`src/rtl/gx4000_asic_lock.sv`:
```
// -----------------------------------------------------------------------------
// gx4000_asic_lock
//
// Plus-ASIC lock/unlock sequencer with RMR2 page control. Snoops CPU I/O
// writes to the CRTC select port, recognises a sync byte, a zero, a fixed
// pattern and finally a key byte that unlocks (or locks) the ASIC. While
// unlocked, RMR2 writes on the gate-array port map the ASIC register page at
// &4000-&7FFF.
//
// Parameters
//   PAT_LEN   number of pattern bytes between sync and key (1..31)
//   PATTERN   packed 8*PAT_LEN vector, byte 0 in the MSBs
//   KEY       key byte that unlocks; any other key byte locks
//   SEQ_PORT  io_addr[15:8] of the sequence port
//   RMR_PORT  io_addr[15:8] of the gate-array / RMR2 port
//   STICKY    1 = once unlocked, a wrong key byte never relocks
//   TIMEOUT   0 = disabled, else max cycles between sequence writes
//
// Ports
//   clk_sys        in   system clock
//   reset          in   synchronous, active-low reset
//   plus_mode      in   Plus features enabled; 0 holds idle and locked
//   io_addr[7:0]   in   CPU I/O address bits [15:8]
//   io_data[7:0]   in   CPU write data
//   io_wr          in   CPU I/O write strobe (level, may be held)
//   unlocked       out  ASIC unlocked
//   asic_page_en   out  ASIC register page mapped at &4000-&7FFF
//   unlock_pulse   out  one-cycle pulse on a successful key
//   lock_pulse     out  one-cycle pulse when a key byte relocks the ASIC
//   seq_pos[4:0]   out  current pattern index (0 outside MATCH)
//   attempt_count  out  key evaluations since reset, saturating at 255
// -----------------------------------------------------------------------------
module gx4000_asic_lock #(
    parameter int                   PAT_LEN  = 13,
    parameter logic [8*PAT_LEN-1:0] PATTERN  = 104'hFF77B351A8D462399C462B158A,
    parameter logic [7:0]           KEY      = 8'hCD,
    parameter logic [7:0]           SEQ_PORT = 8'hBC,
    parameter logic [7:0]           RMR_PORT = 8'h7F,
    parameter bit                   STICKY   = 1'b0,
    parameter int                   TIMEOUT  = 0
) (
    input  logic       clk_sys,
    input  logic       reset,
    input  logic       plus_mode,
    input  logic [7:0] io_addr,
    input  logic [7:0] io_data,
    input  logic       io_wr,
    output logic       unlocked,
    output logic       asic_page_en,
    output logic       unlock_pulse,
    output logic       lock_pulse,
    output logic [4:0] seq_pos,
    output logic [7:0] attempt_count
);

    localparam logic [1:0] ST_IDLE  = 2'd0;
    localparam logic [1:0] ST_ARMED = 2'd1;
    localparam logic [1:0] ST_MATCH = 2'd2;
    localparam logic [1:0] ST_KEY   = 2'd3;

    // A zero-width counter is not legal, so keep one bit when disabled.
    localparam int             TW       = (TIMEOUT > 0) ? $clog2(TIMEOUT + 1) : 1;
    localparam logic [TW-1:0]  TO_LAST  = (TIMEOUT > 0) ? TW'(TIMEOUT - 1) : '0;
    localparam logic [4:0]     LAST_POS = 5'(PAT_LEN - 1);

    logic [1:0]    state_reg, state_next;
    logic [4:0]    seq_pos_reg, seq_pos_next;
    logic          unlocked_reg, unlocked_next;
    logic          page_en_reg, page_en_next;
    logic          unlock_pulse_reg, unlock_pulse_next;
    logic          lock_pulse_reg, lock_pulse_next;
    logic [7:0]    attempt_reg, attempt_next;
    logic [TW-1:0] to_cnt_reg, to_cnt_next;
    logic          wr_prev_reg;

    logic          wr_edge;
    logic          seq_wr;
    logic          rmr_wr;
    logic          to_fire;
    logic [7:0]    pat_byte;
    logic [7:0]    pat_bytes [PAT_LEN];

    // Unpack the pattern vector; byte 0 sits in the most significant byte.
    for (genvar gi = 0; gi < PAT_LEN; gi++) begin : g_pat
        assign pat_bytes[gi] = PATTERN[8*(PAT_LEN-1-gi) +: 8];
    end

    always_comb begin
        pat_byte = 8'h00;
        for (int i = 0; i < PAT_LEN; i++) begin
            if (seq_pos_reg == 5'(i)) begin
                pat_byte = pat_bytes[i];
            end
        end
    end

    // A held strobe counts once: only the low-to-high transition qualifies.
    assign wr_edge = io_wr & ~wr_prev_reg;
    assign seq_wr  = wr_edge & plus_mode & (io_addr == SEQ_PORT);
    assign rmr_wr  = wr_edge & plus_mode & (io_addr == RMR_PORT);
    // Fires on the edge where the counter would reach TIMEOUT.
    assign to_fire = (TIMEOUT > 0) && (state_reg != ST_IDLE) && (to_cnt_reg == TO_LAST);

    always_comb begin
        state_next        = state_reg;
        seq_pos_next      = seq_pos_reg;
        unlocked_next     = unlocked_reg;
        page_en_next      = page_en_reg;
        unlock_pulse_next = 1'b0;
        lock_pulse_next   = 1'b0;
        attempt_next      = attempt_reg;
        to_cnt_next       = to_cnt_reg;

        if (!plus_mode) begin
            state_next    = ST_IDLE;
            seq_pos_next  = 5'd0;
            unlocked_next = 1'b0;
            page_en_next  = 1'b0;
            to_cnt_next   = '0;
        end else begin
            if (seq_wr) begin
                // A sequence write always beats a timeout on the same edge.
                to_cnt_next = '0;
                case (state_reg)
                    ST_IDLE: begin
                        if (io_data != 8'h00) begin
                            state_next = ST_ARMED;
                        end
                    end
                    ST_ARMED: begin
                        if (io_data == 8'h00) begin
                            state_next   = ST_MATCH;
                            seq_pos_next = 5'd0;
                        end
                    end
                    ST_MATCH: begin
                        if (io_data == pat_byte) begin
                            if (seq_pos_reg == LAST_POS) begin
                                state_next   = ST_KEY;
                                seq_pos_next = 5'd0;
                            end else begin
                                seq_pos_next = seq_pos_reg + 5'd1;
                            end
                        end else if (io_data == 8'h00) begin
                            // A zero is itself a valid sync; restart the pattern.
                            seq_pos_next = 5'd0;
                        end else begin
                            state_next   = ST_ARMED;
                            seq_pos_next = 5'd0;
                        end
                    end
                    default: begin
                        if (attempt_reg != 8'hFF) begin
                            attempt_next = attempt_reg + 8'd1;
                        end
                        if (io_data == KEY) begin
                            unlocked_next     = 1'b1;
                            unlock_pulse_next = 1'b1;
                        end else if (!(STICKY && unlocked_reg)) begin
                            unlocked_next   = 1'b0;
                            page_en_next    = 1'b0;
                            lock_pulse_next = unlocked_reg;
                        end
                        state_next = (io_data != 8'h00) ? ST_ARMED : ST_IDLE;
                    end
                endcase
            end else if ((TIMEOUT > 0) && (state_reg != ST_IDLE)) begin
                if (to_fire) begin
                    state_next   = ST_IDLE;
                    seq_pos_next = 5'd0;
                    to_cnt_next  = '0;
                end else begin
                    to_cnt_next = to_cnt_reg + 1'b1;
                end
            end

            // RMR2 form is 101x_x___; bits [4:3]=11 select the register page.
            if (rmr_wr && unlocked_reg && (io_data[7:5] == 3'b101)) begin
                page_en_next = (io_data[4:3] == 2'b11);
            end
        end
    end

    always_ff @(posedge clk_sys) begin
        if (!reset) begin
            state_reg        <= ST_IDLE;
            seq_pos_reg      <= 5'd0;
            unlocked_reg     <= 1'b0;
            page_en_reg      <= 1'b0;
            unlock_pulse_reg <= 1'b0;
            lock_pulse_reg   <= 1'b0;
            attempt_reg      <= 8'd0;
            to_cnt_reg       <= '0;
            wr_prev_reg      <= 1'b0;
        end else begin
            state_reg        <= state_next;
            seq_pos_reg      <= seq_pos_next;
            unlocked_reg     <= unlocked_next;
            page_en_reg      <= page_en_next;
            unlock_pulse_reg <= unlock_pulse_next;
            lock_pulse_reg   <= lock_pulse_next;
            attempt_reg      <= attempt_next;
            to_cnt_reg       <= to_cnt_next;
            wr_prev_reg      <= io_wr;
        end
    end

    assign unlocked      = unlocked_reg;
    assign asic_page_en  = page_en_reg;
    assign unlock_pulse  = unlock_pulse_reg;
    assign lock_pulse    = lock_pulse_reg;
    assign seq_pos       = seq_pos_reg;
    assign attempt_count = attempt_reg;

endmodule
```
`config.mk`:
```
export PLATFORM = sky130hd
export DESIGN_NAME = gx4000_asic_lock
export DESIGN_NICKNAME = d
export VERILOG_FILES = /design/src/rtl/gx4000_asic_lock.sv
export SDC_FILE = /design/constraint.sdc
export NUM_CORES = 1
export LEC_CHECK = 0
export CORE_MARGIN = 4
export CORE_UTILIZATION = 30
export CTS_BUF_LIST = sky130_fd_sc_hd__clkbuf_4
export DETAILED_ROUTE_END_ITERATION = 6
export GPL_TIMING_DRIVEN = 0
export HOLD_SLACK_MARGIN = 0.12
export MAX_ROUTING_LAYER = met4
export SYNTH_ARGS = -nofsm -noshare
export SYNTH_HDL_FRONTEND = slang
export SYNTH_SLANG_ARGS = --single-unit
export TNS_END_PERCENT = 30
```
`constraint.sdc`:
```
create_clock -name clk_sys -period 4.4 [get_ports clk_sys]
set_input_delay 1.1 -clock clk_sys [delete_from_list [all_inputs] [get_ports clk_sys]]
set_output_delay 1.1 -clock clk_sys [all_outputs]
set_load 0.1 [all_outputs]
```
==> results of run 1 <==
final timing paths:
check / startpoint / endpoint / slack [ns]
max: io_data[3] / seq_pos[3]$_SDFFE_PN0P_ / 1.17
min: unlocked$_SDFFE_PN0P_ / lock_pulse$_SDFF_PP0_ / 0.48
max reg2reg: seq_pos[1]$_SDFFE_PN0P_ / seq_pos[3]$_SDFFE_PN0P_ / 1.54
min reg2reg: unlocked$_SDFFE_PN0P_ / lock_pulse$_SDFF_PP0_ / 0.48
power by group through the flow:
stage          sequential (mW)  clock (mW)  combinational, mW
2_1_floorplan            0.186           0             0.0132
3_3_place_gp             0.186           0             0.0387
3_5_place_dp             0.186           0             0.0391
4_1_cts                  0.182       0.158             0.0393
5_1_grt                  0.182       0.166             0.0422
6_report                 0.182       0.149             0.0389
critical path, cell delays in order:
cell             delay, ns
clkdlybuf4s50_1       0.54
or4_1                 0.63
nor4_1                0.25
o21ai_0               0.22
nor3_1                0.24
nand3_2               0.14
o31ai_1               0.31
cells in the final DEF, fill, tap and decap left out, drive strengths merged, types with 3 or more instances in the layout:
cell / n
xnor2: 4
o21ai: 10
clkbuf: 9
nor2: 15
inv: 10
nor4: 6
a21oi: 7
a31oi: 3
mux2i: 3
o211ai: 3
a211oi: 4
clkdlybuf4s50: 36
or3: 3
buf: 6
ha: 5
nand2b: 6
and2: 8
nor3: 8
nand2: 19
nor2b: 5
dfxtp: 20
nand3: 7
xor2: 4
a32oi: 3
nand4: 7
through the flow:
step                      setup slack [ns]  hold slack [ns]
after floorplan                      1.270           0.5395
after global placement              0.8937           0.4767
after detailed placement            0.8458           0.4765
after CTS                            1.164           0.4963
after global routing                 1.007           0.5177
final                                1.170           0.4838
kinds of logic after synthesis:
logic type / after synthesis
adders and majority gates: 5
AOI/OAI and AO/OA: 53
xor gates and xnor gates: 8
muxes: 3
DFF: 20
buffers and inverters: 22
and+or+nand+nor: 102
metal layers:
| metal | vias up | routed length, um | GRT usage (%) |
|---|---|---|---|
| met5 | - | 0 | - |
| met4 | 0 | 59 | 4.248 |
| met3 | 9 | 211 | 1.627 |
| met2 | 53 | 2137 | 22.12 |
| met1 | 819 | 2151 | 19.70 |
| li1 | 878 | - | - |
final cells by class:
type,instances,area [sq um]
tap,70,87.58
sequential,20,400.4
fill,551,3094
clock buffer,3,22.52
timing repair buffer,36,360.3
buffer,12,52.55
inverter,10,37.54
multi-input combinational,171,1185
clock inverter,1,30.03
==> flow_summary.toml, run 1 <==
[logic_synthesis]
yosys_warnings = 0
synth_mux_area_share_pct = 1.792
ys.flop_type = "dfxtp_1"
synth_compound_area_share_pct = 24.05
synth_seq_cells = 20
synthAdderAreaFrac_pct = 3.734
synthTopCellsByCount = "20 x dfxtp_1, 19 x nand2_1, 15 x nor2_1"
synth_xor_xnor_area_share_pct = 4.182
synth_cell_types = 58
synth_area_leaders = "dfxtp_1 24%, nand2_1 4.3%, ha_1 3.7%, nor2_1 3.4%, and2_1 3.0%"
synth-simple-area-share_pct = 36.97
ys_seq_area_share_pct = 23.90
synth_top_family_by_area = "simple AND/OR/NAND/NOR gates"
synth_enable_flop_cells = 0
async_flop_share_pct = 0
post_synth_instance_area_sq_um = 1675
syn_nets = 238
postSynthAreaPerCell_sq_um = 7.866
synth_cells = 213
yosysTopAreaCellShare_pct = 23.90
netlist.top_cell.by_area = "dfxtp_1"
synth_most_common_cell = "dfxtp_1"

[finish]
stdcell_count = 323
fin_util_pct = 41.29
syn_to_final_growth_pct = 29.87
largest_register_ffs = 8
nNetsFinal = 279
diodes = 0
layout-drive-gt1-share_pct = 7.905
postLayoutCellArea_sq_um = 2176

[sta]
final_max_slew_viol_count = 0
finalSetupTns_ns = 0
finalHoldViolCount = 0
min_period_ns = 3.230
maxSlewHeadroom_pct = 34.64
worst_slew_pin_slew_ns = 0.9773
finalSetupViolations = 0
period_share_pct = 73.41
skew_ns = 0.006824
rsz0062_at_grt = "false"
max_freq_ghz = 0.3096

[global_route]
grt_use_total_pct = 14.35
antenna_found_initial = 0
overflow = 0
grt_pass1_vias = 1565
grt_max_degree = 13
grt_pass1_wl_um = 7562

[worst_setup_path]
end_kind = "register"
worstRegToRegCells = 9
crit_path_max_fanout = 7
start_kind = "primary input"
required_ns = 4.60
arrival_ns = 3.43
critPathKind = "primary input to register"

[clock_network]
root_buffer = "clkbuf_4"
htreeDepth = 1
ctsResizeCount = 0
cts-root-to-sink-buffers = 2
path_clk_slew_ns = 0.12
hold_buffers = 0
clock_sinks = 20
cts_tree = "done"
numCtsBuffers = 3
insertion_delay_ns = 0.31
cts_setup_buffers = 0

[pwr]
power.internal_uw = 294.7
power_switching_uw = 75.21
ir_drop_v = 0.0001075
comb_power_share_pct = 10.5
swShare_pct = 20.33
pwr-share-seq_pct = 49.1
fin_total_pwr_uw = 369.9
p_leak_nw = 0.7242
clkPwrFrac_pct = 40.4
powerDensity_nw_per_um2 = 170.0

[floorplanning]
dieArea_sq_um = 6844
fp.dieW_um = 82.73
coreArea_sq_um = 5270
io_pins = 37
num_rows = 26
die_y_um = 82.73
start_util_pct = 31.79

[detailed_routing]
viasPerCell = 5.446
vias = 1759
wl_per_cell_um = 14.12
drtIter0Drc = 92
drc_errors = 0
firstDrtPassIters = 4
ant_nets = 0
wirelength_um = 4560

[hold_path]
holdPathStages = 2
hp-class = "register to register"

[placement]
port_buffers = 36
placed_area_sq_um = 2123
dp.final_hpwl_um = 3557
post-place-cells = 319
place.gp.congestion = 0.9033

[run_status]
status = "finished clean"

[flow_run]
maxCapViolCount = 0
Note: power is estimated with default switching activity, not from simulation.
==> inputs of run 2 (changes only) <==
- clock period: 4.4 -> 2.8 ns (I/O delays scaled with it)
==> flow_summary.toml, run 2 (synthesized netlist as in run 1, its figures left out) <==
[finish]
syn_to_final_growth_pct = 38.46
num-fill-cells = 540
largest_register_ffs = 8
nNetsFinal = 289
postLayoutCellArea_sq_um = 2320
layout_commonest_cell = "clkdlybuf4s50_1"
layout-drive-gt1-share_pct = 16.73
layout_common_cells = "34 x clkdlybuf4s50_1, 19 x nand2_1, 17 x dfxtp_1"
diodes = 0

[pwr]
p_leak_nw = 0.8127
powerDensity_nw_per_um2 = 249.5
ir_drop_v = 0.0001791
fin_total_pwr_uw = 578.7

[detailed_routing]
drc_errors = 0
wirelength_um = 4708
firstDrtPassIters = 4
wl_met1_um = 2241
wl_per_cell_um = 14.14
top_layer_used = "met4"
viasPerCell = 5.345
vias = 1780
drtIter0Drc = 105
ant_nets = 0
wl_met3_um = 127
dr_wl_met2_um = 2303

[worst_setup_path]
cp_slowest_cell = "or4b_4"
end_kind = "register"
rr_endpoint = "state_reg[0]$_SDFFE_PN0P_"
crit_buf_inv = 2
cpPeakStageDelay_ns = 0.48
crit_chain = "clkdlybuf4s50_1 -> or4b_4 -> nor3_4 -> and3_4 -> buf_6 -> o311ai_4 -> nor4_2 -> xor2_1 -> and2_1"
required_ns = 3.01
start_kind = "primary input"
rrSetupSlack_ns = 0.17
cp_top_family = "simple AND/OR/NAND/NOR gates"
arrival_ns = 2.93
r2r-start = "seq_pos[0]$_SDFFE_PN0P_"
critPathKind = "primary input to register"
crit_path_max_fanout = 6
worstRegToRegCells = 11

[sta]
rsz0062_at_grt = "false"
fin_ws_ns = 0.08433
maxSlewHeadroom_pct = 34.81
skew_ns = 0.01364
finalSetupTns_ns = 0
finalHoldViolCount = 0
final_max_slew_viol_count = 0
min_period_ns = 2.716
finalSetupViolations = 0
period_share_pct = 96.99
worst_slew_pin_slew_ns = 0.9748
max_freq_ghz = 0.3682

[floorplanning]
num_rows = 26
start_util_pct = 31.79
dieArea_sq_um = 6844
io_pins = 37
die_y_um = 82.73
fp.dieW_um = 82.73
coreArea_sq_um = 5270

[clock_network]
numCtsBuffers = 3
insertion_delay_ns = 0.30
cts-root-to-sink-buffers = 2
path_clk_slew_ns = 0.12
cts_tree = "done"
clock_sinks = 20
root_buffer = "clkbuf_4"
htreeDepth = 1

[global_route]
grt_use_total_pct = 14.52
grt_max_degree = 13
overflow = 0
grt_pass1_vias = 1685
grt_pass1_wl_um = 7783
antenna_found_initial = 0

[hold_path]
hp-class = "register to register"
hold_path_end = "lock_pulse$_SDFF_PP0_"
hp-start = "unlocked$_SDFFE_PN0P_"
holdPathStages = 2

[placement]
port_buffers = 36
dp.final_hpwl_um = 3538
placed_area_sq_um = 2127
place.gp.congestion = 0.8876
dp_slack_ns = -0.3164

[run_status]
status = "finished clean"

[flow_run]
maxCapViolCount = 0
## run 2: cell count changes in the layout (fill, tap and decap cells not counted), moves of 2 or more
| cell | delta |
|---|---|
| buf_4 | +10 |
| clkdlybuf4s50_1 | -2 |
| dfxtp_1 | -3 |
| dfxtp_4 | +2 |
| dlymetal6s2s_1 | +2 |
| ha_1 | -2 |
| ha_2 | +2 |
| o31ai_1 | -2 |
| o31ai_2 | +2 |
## run 2: repair_timing
| item | 4_1_cts | 5_1_grt |
|---|---|---|
| endpoints found under the setup margin | 1 | 13 |
| buffers inserted | 2 | 8 |
| hold buffers | 0 | 0 |
| pin swaps | 1 | 8 |
| gates resized for setup | 0 | 21 |
## run 2: through the flow
step	instances	util, %	hold WS (ns)
floorplan	213	-	0.5395
detailed placement	319	40.36	0.4697
global route	333	44.02	0.5219
CTS	325	41.64	0.4894
global placement	319	40.36	0.4797
finish	333	44.02	0.4889
## run 2: worst reg2reg max path, delay by kind of cell, from the launching register on
family,cells,cell delay [ns]
simple gates,4,0.91
buf+inv,3,0.44
flops,1,0.40
compound gates,2,0.40
fa+ha+maj,1,0.21
mux,1,0.21
## run 2: worst max-delay path by stage
stage	from	cells after the start	endpoint
2_1_floorplan	seq_pos[3]$_SDFFE_PN0P_	9	seq_pos[3]$_SDFFE_PN0P_
3_3_place_gp	io_addr[0]	9	attempt_count[7]$_SDFFE_PN0P_
3_5_place_dp	io_addr[0]	9	attempt_count[7]$_SDFFE_PN0P_
4_1_cts	io_data[3]	7	seq_pos[3]$_SDFFE_PN0P_
5_1_grt	io_addr[7]	9	attempt_count[7]$_SDFFE_PN0P_
6_report	io_addr[7]	9	attempt_count[7]$_SDFFE_PN0P_
## run 2: power by group
group | total [mW] | switching (mW) | internal (mW)
logic | 0.0640 | 0.0293 | 0.0347
clock network | 0.231 | 0.0868 | 0.145
registers | 0.283 | 0.000146 | 0.283
total | 0.579 | 0.116 | 0.462
## run 2: area by class of cell
cell class | count | area [sq um] | area share (%)
multi-input cells | 171 | 1232 | 53.13
plain buffers | 12 | 60.06 | 2.589
clock inverters | 1 | 30.03 | 1.295
inverters | 10 | 37.54 | 1.618
repair buffers | 46 | 440.4 | 18.99
flip-flops and latches | 20 | 409.1 | 17.64
clock buffers | 3 | 22.52 | 0.9709
well taps | 70 | 87.58 | 3.776
## run 2: layer usage
layer,vias to the layer above,global-route usage (%)
met2,31,23.24
li1,907,-
met4,0,3.431
met3,4,1.627
met1,838,19.60
met5,-,-
==> inputs of run 3 (changes only) <==
- clock period: 2.8 -> 2.6 ns (I/O delays scaled with it)
==> flow_summary.toml, run 3 (synthesized netlist as in run 1, its figures left out) <==
[run_status]
status = "finished, violations left"
failed_checks = "setup timing"

[worst_setup_path]
end_kind = "register"
arrival_ns = 2.80
crit_path_max_fanout = 6
critPathKind = "register to register"
startpoint = "seq_pos[0]$_SDFFE_PN0P_"
start_kind = "register"
required_ns = 2.79
r2r-start = "seq_pos[0]$_SDFFE_PN0P_"

[pwr]
power_switching_uw = 139.4
power.internal_uw = 498.9
ir_drop_v = 0.0002001
pwr-share-seq_pct = 47.8
clkPwrFrac_pct = 40.5
powerDensity_nw_per_um2 = 251.7
swShare_pct = 21.84
comb_power_share_pct = 11.7
fin_total_pwr_uw = 638.3
p_leak_nw = 0.9576

[sta]
min_period_ns = 2.614
max_freq_ghz = 0.3826
finalSetupViolations = 1
rsz0062_at_grt = "true"
fin_ws_ns = -0.01370
worst_slew_pin_slew_ns = 0.9736
maxSlewHeadroom_pct = 34.89
skew_ns = 0.01000
finalSetupTns_ns = -0.01370
finalHoldViolCount = 0
period_share_pct = 100.5
final_max_slew_viol_count = 0

[global_route]
grt_pass1_wl_um = 8004
grt_max_degree = 13
grt_pass1_vias = 1648
antenna_found_initial = 0
grt_use_total_pct = 15.09
overflow = 0

[clock_network]
path_clk_slew_ns = 0.13
numCtsBuffers = 3
htreeDepth = 1
root_buffer = "clkbuf_4"
insertion_delay_ns = 0.30
cts_tree = "done"
cts-root-to-sink-buffers = 2
clock_sinks = 20

[placement]
dp.final_hpwl_um = 3571
port_buffers = 36
post-place-cells = 319
dp_slack_ns = -0.4909
place.gp.congestion = 0.8951

[detailed_routing]
drc_errors = 0
viasPerCell = 5.504
drtIter0Drc = 132
firstDrtPassIters = 4
ant_nets = 0
wirelength_um = 5067
wl_per_cell_um = 15.13
vias = 1844

[finish]
stdcell_count = 335
syn_to_final_growth_pct = 51.38
diodes = 0
nNetsFinal = 291
largest_register_ffs = 8
layout_commonest_cell = "clkdlybuf4s50_1"
layout-drive-gt1-share_pct = 23.40
layout_common_cells = "26 x clkdlybuf4s50_1, 19 x nand2_1, 15 x dfxtp_1"

[floorplanning]
die_y_um = 82.73
start_util_pct = 31.79
fp.dieW_um = 82.73
io_pins = 37
dieArea_sq_um = 6844
num_rows = 26
coreArea_sq_um = 5270

[hold_path]
hp-class = "register to register"
hp-start = "unlocked$_SDFFE_PN0P_"

[flow_run]
maxCapViolCount = 0
run 3: final timing paths:
check / end / slack [ns] / cells past startpoint
min reg2reg: lock_pulse$_SDFF_PP0_ / 0.48 / 2
max reg2reg: seq_pos[3]$_SDFFE_PN0P_ / -0.01 / 10
max: seq_pos[3]$_SDFFE_PN0P_ / -0.01 / 10
min: lock_pulse$_SDFF_PP0_ / 0.48 / 2
run 3: repair_timing:
item                       in CTS  in global routing
hold buffers                    0                  0
resized for setup              12                 52
pin swaps                       7                 17
setup endpoints to repair      12                 14
buffers inserted                7                  5
run 3: per-stage QoR:
stage               cell area (sq um)  util [%]  hold slack (ns)
floorplan                        1687         -           0.5395
global placement                 2135     40.50           0.4811
detailed placement               2135     40.50           0.4686
CTS                              2267     43.02           0.4919
global route                     2536     48.12           0.5169
finish                           2536     48.12           0.4834
run 3: area by class of cell:
class	instances	area, sq um
fill	507	2734
multi-input combinational	171	1393
buffer	12	76.32
sequential	20	411.6
inverter	10	37.54
tap	70	87.58
clock buffer	3	22.52
timing repair buffer	48	478.0
clock inverter	1	30.03
run 3: routing by layer:
metal | wire [um] | GRT usage [%] | part of all wire, % | up-vias
met3 | 280 | 2.061 | 5.5 | 12
met4 | 140 | 3.922 | 2.8 | 0
li1 | - | - | - | 904
met2 | 2337 | 23.00 | 46 | 53
met5 | 0 | - | 0 | -
met1 | 2309 | 20.94 | 46 | 875
run 3: power by group through the flow:
stage / clock network (mW) / logic, mW / registers, mW
after floorplan: 0 / 0.0223 / 0.312
after global placement: 0 / 0.0654 / 0.312
after detailed placement: 0 / 0.0651 / 0.312
after CTS: 0.265 / 0.0679 / 0.305
after global routing: 0.283 / 0.0807 / 0.306
final: 0.259 / 0.0746 / 0.305
run 3: worst max-delay path, cell delays in order (launching register included):
cell      delay (ns)
dfxtp_4         0.39
buf_6           0.12
ha_4            0.15
or4b_4          0.52
a21o_1          0.20
a221oi_4        0.34
nor2b_4         0.22
nor3_4          0.07
buf_6           0.14
a32oi_4         0.24
o31ai_4         0.10
